$ cat src/rtl/qspi_reader.sv
// Quad-output fast-read master: opcode and address go out on IO0, then nibbles are read on IO[3:0].
// Data phase L cycles stretch while fifo_full is high; stop ends the read cleanly at the next L entry.
module qspi_reader #(
    parameter int         DUMMY_CYCLES = 8,
    parameter logic [7:0] CMD          = 8'h6B
) (
    input  logic        clk,
    input  logic        rst_n,
    input  logic        start,
    input  logic [23:0] addr,
    input  logic        stop,
    input  logic        fifo_full,
    output logic        push,
    output logic [3:0]  push_data,
    output logic        busy,
    output logic        spi_cs_n,
    output logic        spi_sck,
    output logic [3:0]  spi_io_out,
    output logic [3:0]  spi_io_oe,
    input  logic [3:0]  spi_io_in
);

    typedef enum logic [2:0] {
        S_IDLE,
        S_CMD,
        S_ADDR,
        S_DUMMY,
        S_DATA,
        S_FINISH
    } state_t;

    state_t      state_q, state_d;
    logic        phase_q, phase_d;      // 0 = L (sck low), 1 = H (sck high)
    logic [4:0]  cnt_q, cnt_d;
    logic [31:0] shift_q, shift_d;
    logic        stop_q, stop_d;
    logic        push_q, push_d;
    logic [3:0]  push_data_q, push_data_d;

    always_ff @(posedge clk) begin
        if (!rst_n) begin
            state_q     <= S_IDLE;
            phase_q     <= 1'b0;
            cnt_q       <= '0;
            shift_q     <= '0;
            stop_q      <= 1'b0;
            push_q      <= 1'b0;
            push_data_q <= '0;
        end else begin
            state_q     <= state_d;
            phase_q     <= phase_d;
            cnt_q       <= cnt_d;
            shift_q     <= shift_d;
            stop_q      <= stop_d;
            push_q      <= push_d;
            push_data_q <= push_data_d;
        end
    end

    logic stop_now;

    always_comb begin
        state_d     = state_q;
        phase_d     = phase_q;
        cnt_d       = cnt_q;
        shift_d     = shift_q;
        stop_d      = stop_q;
        push_d      = 1'b0;
        push_data_d = push_data_q;
        stop_now    = stop_q | stop;

        case (state_q)
            S_IDLE: begin
                stop_d = 1'b0;
                if (start && !stop) begin
                    state_d = S_CMD;
                    phase_d = 1'b0;
                    cnt_d   = '0;
                    shift_d = {CMD, addr};
                end
            end

            S_CMD, S_ADDR, S_DUMMY, S_DATA: begin
                if (!phase_q) begin
                    // A stalled data L phase has no pending edge, so stop can act at once.
                    if (state_q == S_DATA && fifo_full) begin
                        if (stop_now) begin
                            state_d = S_FINISH;
                            cnt_d   = '0;
                        end
                    end else begin
                        phase_d = 1'b1;
                        stop_d  = stop_now;
                    end
                end else begin
                    phase_d = 1'b0;
                    cnt_d   = cnt_q + 5'd1;
                    case (state_q)
                        S_CMD: begin
                            shift_d = {shift_q[30:0], 1'b0};
                            if (cnt_q == 5'd7) begin
                                state_d = S_ADDR;
                                cnt_d   = '0;
                            end
                        end
                        S_ADDR: begin
                            shift_d = {shift_q[30:0], 1'b0};
                            if (cnt_q == 5'd23) begin
                                state_d = S_DUMMY;
                                cnt_d   = '0;
                            end
                        end
                        S_DUMMY: begin
                            if (cnt_q == 5'(DUMMY_CYCLES - 1)) begin
                                state_d = S_DATA;
                                cnt_d   = '0;
                            end
                        end
                        default: begin
                            cnt_d       = cnt_q;
                            push_d      = 1'b1;
                            push_data_d = spi_io_in;
                        end
                    endcase
                    if (stop_now) begin
                        state_d = S_FINISH;
                        cnt_d   = '0;
                    end
                end
            end

            S_FINISH: begin
                stop_d  = 1'b0;
                phase_d = 1'b0;
                cnt_d   = cnt_q + 5'd1;
                if (cnt_q == 5'd1) begin
                    state_d = S_IDLE;
                end
            end

            default: begin
                state_d = S_IDLE;
            end
        endcase
    end

    logic active;
    logic tx_phase;

    always_comb begin
        active     = (state_q == S_CMD) || (state_q == S_ADDR) ||
                     (state_q == S_DUMMY) || (state_q == S_DATA);
        tx_phase   = (state_q == S_CMD) || (state_q == S_ADDR);
        busy       = (state_q != S_IDLE);
        spi_cs_n   = !active;
        spi_sck    = active && phase_q;
        spi_io_oe  = tx_phase ? 4'b1101 : 4'b0000;
        spi_io_out = tx_phase ? {3'b110, shift_q[31]} : 4'b0000;
        push       = push_q;
        push_data  = push_data_q;
    end

endmodule

$ cat config.mk
export PLATFORM = sky130hd
export DESIGN_NAME = qspi_reader
export DESIGN_NICKNAME = d
export VERILOG_FILES = /design/src/rtl/qspi_reader.sv
export SDC_FILE = /design/constraint.sdc
export NUM_CORES = 1
export LEC_CHECK = 0
export ABC_AREA = 0
export CORE_MARGIN = 3
export CORE_UTILIZATION = 35
export DETAILED_ROUTE_END_ITERATION = 8
export MAX_ROUTING_LAYER = met4
export PLACE_DENSITY_LB_ADDON = 0.15
export SLEW_MARGIN = 20
export SYNTH_ARGS = -nofsm -noshare
export SYNTH_HDL_FRONTEND = slang
export SYNTH_SLANG_ARGS = --single-unit
$ cat constraint.sdc
create_clock -name clk -period 2.2 [get_ports clk]
set_clock_uncertainty 0.05 [all_clocks]
set_input_delay 0.44 -clock clk [delete_from_list [all_inputs] [get_ports clk]]
set_output_delay 0.44 -clock clk [all_outputs]
set_load 0.02 [all_outputs]
==> qor.txt, run 1 <==
Run status: completed
Net Sw Frac: 31.4%
Clock Root Buffer: clkbuf_8
Maximum VDD drop: 0.330 mV
Core area: 6530 um^2
H-tree levels: 2
CP arrival: 1630 ps
Synth cell types: 51
Comb power frac: 30.8%
Largest net degree at the start of global routing: 44
Die area: 8000 um^2
Slowest stage delay, CP: 610 ps
Adder-cell share of the synthesized area: 1.03%
# port buffers: 46
Final Hold Fails: 0
Endpoints failing setup: 0
Ys async rst share: 0%
Post-route antenna net violation count: 0
Final worst-path cycle share: 96.3%
Placer Congestion: 0.839
Number of synthesized flops with an enable pin: 0
IO Pins: 49
Via count: 2010
Leak Pwr: 1.17 nW
Synth Area in Compound Gates: 19.4%
Max Clk Rate: 472 MHz
Minimum clock period: 2120 ps
Sw Pwr: 0.748 mW
WS Path Type: flip-flop to output pin
First-pass GRT wire length: 8.88 mm
Mux contribution to synthesized area: 12.3%
Crit path max fanout: 6
Slowest-stage cell, CP: clkdlybuf4s50_1
Routed wire length: 5.32 mm
GRT Total Usage: 14.4%
Average via count per standard cell: 5.06
Buf/Inv on CP: 2
Initial DRC count: 128
Final net count: 354
Clock Sinks: 47
Initial Utilization: 37.3%
DR pass1 iterations: 4
Clock power frac: 27.8%
Yosys warnings: 0
Overall die height: 89.5 um
Worst-skew pair later-pin latency: 300 ps
Total of max-cap violations: 0
CP top delay family: buffers and inverters
Final setup TNS: 0 ps
Grt ovf: 0
Layout cells sized above 1: 15.0%
Critical Path Sink Type: output pin
Syn-to-layout area delta: 29.6%
DIE WIDTH: 89.5 um
Setup crit start kind: flip-flop
Cells after Synth: 271
Commonest non-fill, non-tap cell in the layout: nor2_1
Vias in the first global route: 1864
CTS buffer count: 5
RSZ-0062 raised after global routing: no
Worst min path class: flip-flop to flip-flop
CTS tree: yes
Initial antenna violation count: 0
Power, Total: 2.38 mW
Synthesized cell area: 2440 um^2
Prevailing post-synth register cell: dfxtp_1
Seq pwr share: 41.4%
ANT cells: 0
Most frequent cells in the layout: nor2_1, dfxtp_1, clkdlybuf4s50_1, mux2i_1, a211oi_1
# DRC: 0
Fin util: 48.4%
Clock Tree Buf Depth: 2
Worst-path clk slew: 100 ps
CP cell instances: nor2_4 -> xnor2_4 -> inv_1 -> clkdlybuf4s50_1
Post-CTS Setup Repair Bufs: 0
DR WL/cell: 13.4 um
Synth Area in XOR/XNOR: 2.05%
Main combinational cell family by area after synthesis: compound AO/OA/AOI/OAI gates
Simple-gate share of the synthesized area: 18.3%
Worst EP required: 1710 ps
Sequential-to-total area share from yosys stat: 38.6%
Pint: 1.63 mW
Seq cells post-synth: 47
Max-slew violations: 0
Pwr dens: 753 nW/um^2
Row count: 29
Mean Syn Cell Area: 8.99 um^2
Hpwl dp: 3.67 mm
==> cell families (layout without fill, tap and decap cells) <==
kind of cell    count (synthesis)  count (layout)
simple gates                   89              89
compound gates                 60              60
flops                          47              47
buf+inv                        38              86
mux                            30              30
xor+xnor                        4               4
fa+ha+maj                       2               2
other cells                     1               2
==> through the flow <==
step	setup slack, ps	area [um^2]	hold WS (ps)	std cells
floorplan	24.5	2440	377	272
global placement	-23.7	3040	391	389
detailed placement	-66.2	3040	396	389
CTS	18.7	3160	410	397
global route	7.05	3160	424	397
finish	81.4	3160	403	397
==> registers in the layout (all words and copies together), names as in the netlist <==
name,flops
shift_q,32
cnt_q,5
phase_q,1
push_data,4
push,1
stop_q,1
state_q,3
==> synthesized netlist by cell type, types with 2 or more instances <==
cell | count | share of area, %
nor4b_1 | 2 | 0.72
inv_2 | 2 | 0.31
xor2_1 | 2 | 0.72
a22oi_1 | 2 | 0.62
o21ai_0 | 4 | 0.82
ha_1 | 2 | 1.0
a31oi_1 | 2 | 0.51
o32ai_1 | 2 | 0.72
nand3_1 | 5 | 1.0
nor4_1 | 2 | 0.51
buf_1 | 2 | 0.31
a211oi_1 | 24 | 7.4
and3_1 | 2 | 0.51
nand4_1 | 2 | 0.51
nor2_2 | 2 | 0.51
nor2_1 | 46 | 7.1
buf_4 | 10 | 3.1
o221ai_1 | 2 | 0.72
nand3b_1 | 4 | 1.2
inv_1 | 9 | 1.4
buf_2 | 8 | 1.6
a21oi_1 | 8 | 1.6
mux2i_1 | 30 | 12
clkbuf_1 | 6 | 0.92
a311oi_1 | 6 | 2.2
and2_1 | 2 | 0.51
nand4b_1 | 2 | 0.72
nand2_1 | 11 | 1.7
dfxtp_1 | 47 | 39
nor3_2 | 2 | 0.82
==> final cells by class <==
class / instances / area, um^2
clock buffers: 5 / 68.8
clock inverters: 3 / 46.3
fillers: 658 / 3370
inverters: 11 / 41.3
multi-input cells: 187 / 1320
flip-flops and latches: 47 / 945
well taps: 77 / 96.3
repair buffers: 67 / 637
==> per-layer routing <==
layer	global-route usage [%]	vias to the layer above	share of wire (%)
met5	-	-	0
met4	4.06	0	1.2
met3	3.32	5	4.9
met2	20.0	44	42
met1	20.6	900	52
li1	-	1061	-
==> repair_timing <==
action                                  CTS  global route
resized for setup                        11             1
endpoints found under the setup margin    9             1
hold buffers                              0             0
==> worst min-delay path, stage by stage (launching register included) <==
cell and delay (ps):
dfxtp_1 320, inv_1 50, a311oi_1 60
==> worst paths after layout <==
| path | slack [ps] | endpoint | start | cells after the start |
|---|---|---|---|---|
| max reg2reg | 190 | state_q[1]$_SDFFE_PN0P_ | cnt_q[0]$_SDFFE_PN0P_ | 8 |
| min | 400 | shift_q[29]$_SDFFE_PN0P_ | shift_q[28]$_SDFFE_PN0P_ | 2 |
| min reg2reg | 400 | shift_q[29]$_SDFFE_PN0P_ | shift_q[28]$_SDFFE_PN0P_ | 2 |
| max | 80 | spi_cs_n | state_q[0]$_SDFFE_PN0P_ | 4 |
==> power groups by stage <==
stage	logic (mW)	clock network (mW)	registers, mW
CTS	0.740	0.689	0.986
global route	0.809	0.715	0.997
global placement	0.751	0	1.00
floorplan	0.534	0	0.989
detailed placement	0.749	0	1.00
finish	0.733	0.662	0.984
Note: power is estimated with default switching activity, not from simulation.
==> run 2: changes to the inputs <==
--- a/config.mk
+++ b/config.mk
@@ -6,6 +6,7 @@
 export NUM_CORES = 1
 export LEC_CHECK = 0
 export ABC_AREA = 0
+export CAP_MARGIN = 20
 export CORE_MARGIN = 3
 export CORE_UTILIZATION = 35
 export DETAILED_ROUTE_END_ITERATION = 8
==> results of run 2 <==
Same layout as run 1: the final DEF is identical, and so are final timing and power.
==> run 3: changes to the inputs <==
--- a/config.mk
+++ b/config.mk
@@ -6,7 +6,7 @@
 export NUM_CORES = 1
 export LEC_CHECK = 0
 export ABC_AREA = 0
-export CAP_MARGIN = 20
+export CAP_MARGIN = 0
 export CORE_MARGIN = 3
 export CORE_UTILIZATION = 35
 export DETAILED_ROUTE_END_ITERATION = 8
==> results of run 3 <==
Same layout as run 1: the final DEF is identical, and so are final timing and power.
